`src/rtl/key_debounce_conditioner.sv`:
```
// Per-key conditioning of the raw active-low board push-buttons: two-flop synchroniser,
// debounce FSM, and registered one-cycle press / release / long-press pulses.
module key_debounce_conditioner #(
   parameter int NUM_KEYS          = 4,
   parameter int DEBOUNCE_CYCLES   = 1_000_000,
   parameter int LONG_PRESS_CYCLES = 50_000_000
) (
   input  logic                clk_clk,
   input  logic                reset_reset,
   input  logic [NUM_KEYS-1:0] key_raw_n,
   output logic [NUM_KEYS-1:0] key_level_n,
   output logic [NUM_KEYS-1:0] key_press_pulse,
   output logic [NUM_KEYS-1:0] key_release_pulse,
   output logic [NUM_KEYS-1:0] key_long_pulse
);

   localparam int CW = $clog2(LONG_PRESS_CYCLES + 1);
   localparam logic [CW-1:0] CNT_ONE     = CW'(1);
   localparam logic [CW-1:0] DEB_LAST    = CW'(DEBOUNCE_CYCLES - 1);
   localparam logic [CW-1:0] LONG_LAST   = CW'(LONG_PRESS_CYCLES - 1);
   localparam logic [CW-1:0] LONG_SAT    = CW'(LONG_PRESS_CYCLES);
   // A one-cycle debounce window accepts a change straight from the stable state.
   localparam bit            ACCEPT_NOW  = (DEBOUNCE_CYCLES == 1);

   typedef enum logic [1:0] {
      ST_UP      = 2'd0,
      ST_WAIT_DN = 2'd1,
      ST_DOWN    = 2'd2,
      ST_WAIT_UP = 2'd3
   } key_state_e;

   key_state_e          state_q [NUM_KEYS];
   key_state_e          state_d [NUM_KEYS];
   logic [CW-1:0]       cnt_q   [NUM_KEYS];
   logic [CW-1:0]       cnt_d   [NUM_KEYS];
   logic [NUM_KEYS-1:0] sync1_q, sync1_d;
   logic [NUM_KEYS-1:0] sync2_q, sync2_d;
   logic [NUM_KEYS-1:0] level_n_q, level_n_d;
   logic [NUM_KEYS-1:0] press_q, press_d;
   logic [NUM_KEYS-1:0] release_q, release_d;
   logic [NUM_KEYS-1:0] long_q, long_d;

   always_comb begin
      sync1_d   = key_raw_n;
      sync2_d   = sync1_q;
      level_n_d = level_n_q;
      press_d   = '0;
      release_d = '0;
      long_d    = '0;
      for (int i = 0; i < NUM_KEYS; i++) begin
         state_d[i] = state_q[i];
         cnt_d[i]   = cnt_q[i];
         // sync2_q is active-low: 0 means the key is currently pressed.
         case (state_q[i])
            ST_UP: begin
               if (!sync2_q[i]) begin
                  if (ACCEPT_NOW) begin
                     state_d[i]   = ST_DOWN;
                     cnt_d[i]     = '0;
                     level_n_d[i] = 1'b0;
                     press_d[i]   = 1'b1;
                  end else begin
                     state_d[i] = ST_WAIT_DN;
                     cnt_d[i]   = CNT_ONE;
                  end
               end else begin
                  cnt_d[i] = '0;
               end
            end
            ST_WAIT_DN: begin
               if (sync2_q[i]) begin
                  state_d[i] = ST_UP;
                  cnt_d[i]   = '0;
               end else if (cnt_q[i] == DEB_LAST) begin
                  state_d[i]   = ST_DOWN;
                  cnt_d[i]     = '0;
                  level_n_d[i] = 1'b0;
                  press_d[i]   = 1'b1;
               end else begin
                  cnt_d[i] = cnt_q[i] + CNT_ONE;
               end
            end
            ST_DOWN: begin
               if (sync2_q[i]) begin
                  if (ACCEPT_NOW) begin
                     state_d[i]   = ST_UP;
                     cnt_d[i]     = '0;
                     level_n_d[i] = 1'b1;
                     release_d[i] = 1'b1;
                  end else begin
                     state_d[i] = ST_WAIT_UP;
                     cnt_d[i]   = CNT_ONE;
                  end
               end else begin
                  // Saturating hold timer guarantees a single long pulse per press.
                  if (cnt_q[i] != LONG_SAT) cnt_d[i] = cnt_q[i] + CNT_ONE;
                  if (cnt_q[i] == LONG_LAST) long_d[i] = 1'b1;
               end
            end
            ST_WAIT_UP: begin
               if (!sync2_q[i]) begin
                  state_d[i] = ST_DOWN;
                  cnt_d[i]   = '0;
               end else if (cnt_q[i] == DEB_LAST) begin
                  state_d[i]   = ST_UP;
                  cnt_d[i]     = '0;
                  level_n_d[i] = 1'b1;
                  release_d[i] = 1'b1;
               end else begin
                  cnt_d[i] = cnt_q[i] + CNT_ONE;
               end
            end
            default: begin
               state_d[i] = ST_UP;
               cnt_d[i]   = '0;
            end
         endcase
      end
   end

   always_ff @(posedge clk_clk) begin
      if (reset_reset) begin
         sync1_q   <= '1;
         sync2_q   <= '1;
         level_n_q <= '1;
         press_q   <= '0;
         release_q <= '0;
         long_q    <= '0;
         for (int i = 0; i < NUM_KEYS; i++) begin
            state_q[i] <= ST_UP;
            cnt_q[i]   <= '0;
         end
      end else begin
         sync1_q   <= sync1_d;
         sync2_q   <= sync2_d;
         level_n_q <= level_n_d;
         press_q   <= press_d;
         release_q <= release_d;
         long_q    <= long_d;
         for (int i = 0; i < NUM_KEYS; i++) begin
            state_q[i] <= state_d[i];
            cnt_q[i]   <= cnt_d[i];
         end
      end
   end

   assign key_level_n       = level_n_q;
   assign key_press_pulse   = press_q;
   assign key_release_pulse = release_q;
   assign key_long_pulse    = long_q;

endmodule

```
`config.mk`:
```
export PLATFORM = sky130hd
export DESIGN_NAME = key_debounce_conditioner
export DESIGN_NICKNAME = d
export VERILOG_FILES = /design/src/rtl/key_debounce_conditioner.sv
export SDC_FILE = /design/constraint.sdc
export NUM_CORES = 1
export LEC_CHECK = 0
export CAP_MARGIN = 20
export CORE_MARGIN = 1.5
export CORE_UTILIZATION = 25
export DETAILED_ROUTE_END_ITERATION = 10
export GPL_ROUTABILITY_DRIVEN = 0
export SYNTH_ARGS = -nofsm -noshare
export SYNTH_HDL_FRONTEND = slang
export SYNTH_SLANG_ARGS = --single-unit
```
`constraint.sdc`:
```
create_clock -name clk_clk -period 2.8 [get_ports clk_clk]
set_input_delay 0.56 -clock clk_clk [delete_from_list [all_inputs] [get_ports clk_clk]]
set_output_delay 0.56 -clock clk_clk [all_outputs]
set_load 0.1 [all_outputs]
```
==> impl_metrics.tcl, run 1 <==
set metrics [dict create \
    outcome "completed" \
    worstPathArrival_ns 2.78 \
    synth_ff_type "dfxtp_1" \
    layout-drive-gt1-share 0.110 \
    clkTransAtPathRegs_ns 0.06 \
    grt_overflow 0 \
    maxSlewViolCount 0 \
    first_iter_violations 426 \
    combPwrFrac 0.137 \
    syn_area_per_cell_um2 8.43 \
    clockPowerShare 0.442 \
    die-area_um2 30300 \
    powerDensity_nw_per_um2 583 \
    seqPwrFrac 0.421 \
    synth_top_area_cell "dfxtp_1" \
    cts-resized-gates 0 \
    n_antenna_cell 0 \
    total_power_mw 4.97 \
    synthDominantCellAreaShare 0.372 \
    start_util 0.254 \
    yosysMostFrequentCell "dfxtp_1" \
    synthTopCellsByCount "dfxtp_1 (136), nor2_1 (70), nor3_1 (63)" \
    vias 6332 \
    fp-row-count 62 \
    met1_length_um 8370 \
    critPathSlowestCell "nor4_1" \
    required_ns 3.14 \
    setup_viol 0 \
    clock_sinks 136 \
    synth_warnings 0 \
    synth_edf_count 0 \
    core_area_um2 28800 \
    routed-wl-met2_um 7940 \
    grt_pass1_vias 5944 \
    internal_power_mw 3.48 \
    wl_um 17300 \
    cts_inserted_buffers 17 \
    synth_area_leaders "dfxtp_1 (37%), ha_1 (4.8%), xor2_1 (4.8%)" \
    critPathMaxFanout 22 \
    finalCritPeriodShare 0.869 \
    grt_pass1_wl_um 29700 \
    htree_levels 4 \
    timing.fmax_mhz 411 \
    rsz0062_at_grt "no" \
    syn_inst 868 \
    syn-num-nets 902 \
    path_buf_inv 2 \
    netlist_area_um2 7320 \
    yosys_register_bits 136 \
    die_h_um 174 \
    holdBufCountCts 0 \
    cts_buffer_depth 2 \
    drt_pre_antenna_iters 5 \
    portBuffers 21 \
    critical-path-max-stage-delay_ns 0.48 \
    end_kind "register" \
    maxCapViolCount 0 \
    cp_cell_sequence "inv_1 -> ha_1 -> nand2b_1 -> nor4_1 -> nand3_1 -> a21boi_2 -> buf_8 -> a311oi_1" \
    antenna_found_initial 0 \
    worst-setup-path-type "reg -> reg" \
    min_path_type "reg -> reg" \
    ios 22 \
    worst_path_dominant_cell_family "simple AND/OR/NAND/NOR gates" \
    synth_cell_types 64 \
    wl_per_cell_um 13.5 \
    switching_share 0.301 \
    start_kind "register" \
    dp_hpwl_um 11900 \
    finalHoldViolations 0 \
    finalSetupTns_ns 0 \
    vias_per_cell 4.94 \
    worstMarginPinSlew_ns 0.683 \
    grt_max_degree 52 \
    period_needed_ns 2.43 \
    route.detailed.drc 0 \
    seq_area_frac_synth 0.372 \
    top_layer_used "met4" \
    clk_latency_ns 0.43 \
    cts_tree "built" \
    final_nets 920 \
    gr-usage-all-layers 0.118 \
    cts-root-buf "clkbuf_16" \
    cts_setup_buffers 0 \
    final_util 0.296 \
    wl_met3_um 691 \
    peakVddDrop_uv 427 \
    area_growth_pct 16.6 \
    leakage_nw 2.71 \
    skew_ns 0.0119 \
    die-width_um 174 \
    antenna_left 0 \
    synth_async_sr_flop_share 0 \
    switchingPower_mw 1.50 \
    maxSlewHeadroom 0.540 \
]
==> cell type report <==
class                   count  area [um2]
fillers                  3030       20200
well taps                 384         480
inverters                  37         139
clock inverters            15         159
multi-input cells         654        4280
repair buffers             40         330
clock buffers              17         425
flip-flops and latches    136        2720
==> final timing paths <==
check                         endpoint  slack (ns)  cells past startpoint                       start
max reg2reg  cnt_q[2][15]$_SDFFE_PP0P_        0.37                      8  state_q[2][0]$_SDFFE_PP0P_
min              sync2_q[1]$_SDFF_PP1_        0.41                      1       sync1_q[1]$_SDFF_PP1_
max          cnt_q[2][15]$_SDFFE_PP0P_        0.37                      8  state_q[2][0]$_SDFFE_PP0P_
min reg2reg      sync2_q[1]$_SDFF_PP1_        0.41                      1       sync1_q[1]$_SDFF_PP1_
==> cells in the final DEF, fill, tap and decap left out, drive strengths merged, types with 4 or more instances in the layout <==
cell and n:
a211oi 9, a21oi 25, a311oi 10, a31oi 12, a41oi 6, and2 10
and3 22, and4 17, buf 36, clkbuf 17, clkdlybuf4s50 4, clkinv 7
dfxtp 136, ha 28, inv 45, mux2i 5, nand2 55, nand2b 9
nand3 54, nand3b 10, nand4 37, nand4b 4, nor2 70, nor2b 13
nor3 65, nor4 26, nor4b 8, nor4bb 5, o21ai 21, or2 12
or3 6, or4 4, or4b 4, xnor2 37, xor2 40
==> power by group through the flow <==
stage / Sequential, mW / Combinational [mW] / Clock (mW)
3_5_place_dp: 2.14 / 0.668 / 0
6_report: 2.10 / 0.680 / 2.20
5_1_grt: 2.11 / 0.783 / 2.37
2_1_floorplan: 2.11 / 0.537 / 0
4_1_cts: 2.10 / 0.674 / 2.27
3_3_place_gp: 2.13 / 0.652 / 0
==> routing by layer <==
layer	track usage	up-vias
met1	0.156	2975
met5	0	-
li1	-	3202
met2	0.187	132
met3	0.0280	23
met4	0.0435	0
==> metrics by stage <==
step / cell area [um2] / hold WS [ns] / instances / setup WS [ns]
2_1_floorplan: 7320 / 0.389 / 868 / 0.723
3_3_place_gp: 7930 / 0.393 / 1250 / 0.435
3_5_place_dp: 7930 / 0.399 / 1250 / 0.314
4_1_cts: 8520 / 0.413 / 1282 / 0.311
5_1_grt: 8530 / 0.438 / 1283 / 0.0378
6_report: 8530 / 0.411 / 1283 / 0.366
==> cell families after synthesis <==
logic type	count (synthesis)	synth area share
xor gates and xnor gates	77	0.0922
muxes	5	0.00684
DFF	136	0.372
AOI/OAI and AO/OA	106	0.0983
adders and majority gates	28	0.0479
and+or+nand+nor	438	0.339
buffers and inverters	78	0.0438
==> flip-flops by register name (all words and copies together), names as in the netlist, named ones only <==
signal,cells
cnt_q,104
key_level_n,4
key_long_pulse,4
key_press_pulse,4
key_release_pulse,4
state_q,4
sync1_q,4
sync2_q,4
(Power assumes the default switching activity.)
==> run 2, diff against run 1 <==
--- a/config.mk
+++ b/config.mk
@@ -10,6 +10,7 @@
 export CORE_UTILIZATION = 25
 export DETAILED_ROUTE_END_ITERATION = 10
 export GPL_ROUTABILITY_DRIVEN = 0
+export GPL_TIMING_DRIVEN = 1
 export SYNTH_ARGS = -nofsm -noshare
 export SYNTH_HDL_FRONTEND = slang
 export SYNTH_SLANG_ARGS = --single-unit
==> results of run 2 <==
Final layout, timing and power as in run 1 (identical DEF).
==> run 3, diff against run 2 <==
--- a/config.mk
+++ b/config.mk
@@ -7,7 +7,7 @@
 export LEC_CHECK = 0
 export CAP_MARGIN = 20
 export CORE_MARGIN = 1.5
-export CORE_UTILIZATION = 25
+export CORE_UTILIZATION = 35
 export DETAILED_ROUTE_END_ITERATION = 10
 export GPL_ROUTABILITY_DRIVEN = 0
 export GPL_TIMING_DRIVEN = 1
==> impl_metrics.tcl, run 3 (synthesized netlist as in run 1, its figures left out) <==
set metrics [dict create \
    clock_sinks 136 \
    setup_viol 0 \
    first_iter_violations 557 \
    core_area_um2 20400 \
    leakage_nw 2.71 \
    dp_hpwl_um 11400 \
    maxSlewHeadroom 0.606 \
    final_nets 920 \
    seqPwrFrac 0.410 \
    start_util 0.359 \
    die_h_um 148 \
    hp-start "sync1_q[2]$_SDFF_PP1_" \
    n_antenna_cell 0 \
    hold_depth 1 \
    ios 22 \
    vias_per_cell 5.40 \
    wl_per_cell_um 14.3 \
    vias 6303 \
    outcome "completed" \
    largest_register_ffs 104 \
    worstPathArrival_ns 2.70 \
    maxCapViolCount 0 \
    period_needed_ns 2.39 \
    min_to "sync2_q[2]$_SDFF_PP1_" \
    required_ns 3.11 \
    fp-row-count 52 \
    clockPowerShare 0.459 \
    finalSetupTns_ns 0 \
    cts_buffer_depth 2 \
    route.detailed.drc 0 \
    grt_pass1_wl_um 28700 \
    cts_setup_buffers 0 \
    cts_tree "built" \
    timing.hold.ws_ns 0.415 \
    antenna_found_initial 0 \
    r2r_slack_ns 0.41 \
    mostFrequentLayoutCells "dfxtp_1 (136), nor2_1 (70), nor3_1 (63)" \
    cts-resized-gates 0 \
    grt_max_degree 86 \
    rsz0062_at_grt "no" \
    worst-setup-path-type "reg -> reg" \
    htree_levels 4 \
    min_path_type "reg -> reg" \
    combPwrFrac 0.131 \
    layout-drive-gt1-share 0.107 \
    timing.fmax_mhz 418 \
    start_kind "register" \
    drt_pre_antenna_iters 5 \
    reg2reg_depth 7 \
    reg2reg_from "cnt_q[1][0]$_SDFFE_PP0P_" \
    finalCritPeriodShare 0.855 \
    maxSlewViolCount 0 \
    reg2reg_to "cnt_q[1][13]$_SDFFE_PP0P_" \
    holdBufCountCts 0 \
    internal_power_mw 3.77 \
    regMostFlops "cnt_q" \
    powerDensity_nw_per_um2 608 \
    layout_commonest_cell "dfxtp_1" \
    clk_latency_ns 0.42 \
    wl_um 16700 \
    worstMarginPinSlew_ns 0.585 \
    antenna_left 0 \
    peakVddDrop_uv 405 \
    switching_share 0.262 \
    critPathMaxFanout 19 \
    gr-usage-all-layers 0.159 \
    switchingPower_mw 1.34 \
    die-width_um 148 \
    portBuffers 21 \
    die-area_um2 21800 \
    clkTransAtPathRegs_ns 0.06 \
    grt_overflow 0 \
    finalHoldViolations 0 \
    area_growth_pct 15.0 \
    end_kind "register" \
    grt_pass1_vias 5751 \
    cts-root-buf "clkbuf_16" \
    cts_inserted_buffers 17 \
    skew_ns 0.00839 \
]
-- run 3: cell count changes in the layout (fill, tap and decap cells not counted), sizes merged --
| cell | change |
|---|---|
| clkinvlp | +1 |
| clkbuf | +2 |
| bufinv | +4 |
| inv | -8 |
-- run 3: worst max path at each step --
stage                               startpoint  slack [ns]  cells past startpoint                         to
global route          cnt_q[1][0]$_SDFFE_PP0P_        0.17                      7  cnt_q[1][10]$_SDFFE_PP0P_
CTS                 state_q[2][0]$_SDFFE_PP0P_        0.38                      7  cnt_q[2][20]$_SDFFE_PP0P_
finish                cnt_q[1][0]$_SDFFE_PP0P_        0.41                      7  cnt_q[1][13]$_SDFFE_PP0P_
floorplan             cnt_q[0][8]$_SDFFE_PP0P_        0.72                      6  cnt_q[0][14]$_SDFFE_PP0P_
detailed placement    cnt_q[1][0]$_SDFFE_PP0P_        0.39                      7  cnt_q[1][23]$_SDFFE_PP0P_
global placement      cnt_q[1][0]$_SDFFE_PP0P_        0.38                      7  cnt_q[1][10]$_SDFFE_PP0P_
-- run 3: power groups by stage --
stage,Clock [mW],Sequential [mW],Combinational [mW]
2_1_floorplan,0,2.11,0.537
3_3_place_gp,0,2.14,0.653
3_5_place_dp,0,2.14,0.662
4_1_cts,2.40,2.10,0.667
5_1_grt,2.48,2.11,0.765
6_report,2.35,2.10,0.668
-- run 3: per-stage QoR --
stage                     power, mW  setup WS [ns]  cell area (um2)  std cells   util
after floorplan                2.65          0.723             7320        868      -
final                          5.11          0.407             8410       1168  0.413
after global placement         2.79          0.377             7790       1136  0.382
after CTS                      5.16          0.377             8400       1167  0.412
after global routing           5.36          0.175             8410       1168  0.413
after detailed placement       2.80          0.387             7790       1136  0.382
-- run 3: per-layer routing --
| metal | wire, um | share of wire | track usage | vias up |
|---|---|---|---|---|
| li1 | - | - | - | 3187 |
| met5 | 0 | 0 | 0 | - |
| met2 | 7700 | 0.46 | 0.254 | 103 |
| met3 | 543 | 0.032 | 0.0380 | 9 |
| met1 | 8350 | 0.50 | 0.216 | 3004 |
| met4 | 146 | 0.0087 | 0.0375 | 0 |
-- run 3: final cells by class --
type                       instances  area, um2
multi-input combinational        654       4280
clock buffer                      19        433
tap                              270        338
sequential                       136       2720
clock inverter                    12        178
timing repair buffer              40        328
fill                            2008      12000
inverter                          37        139
-- run 3: worst max-delay path: stages (launching register included) --
cell and delay, ns:
dfxtp_1 0.41, ha_1 0.23, and3_1 0.26, nand4_1 0.23, o31ai_1 0.58, a21o_1 0.23, buf_4 0.24, nor2_1 0.08
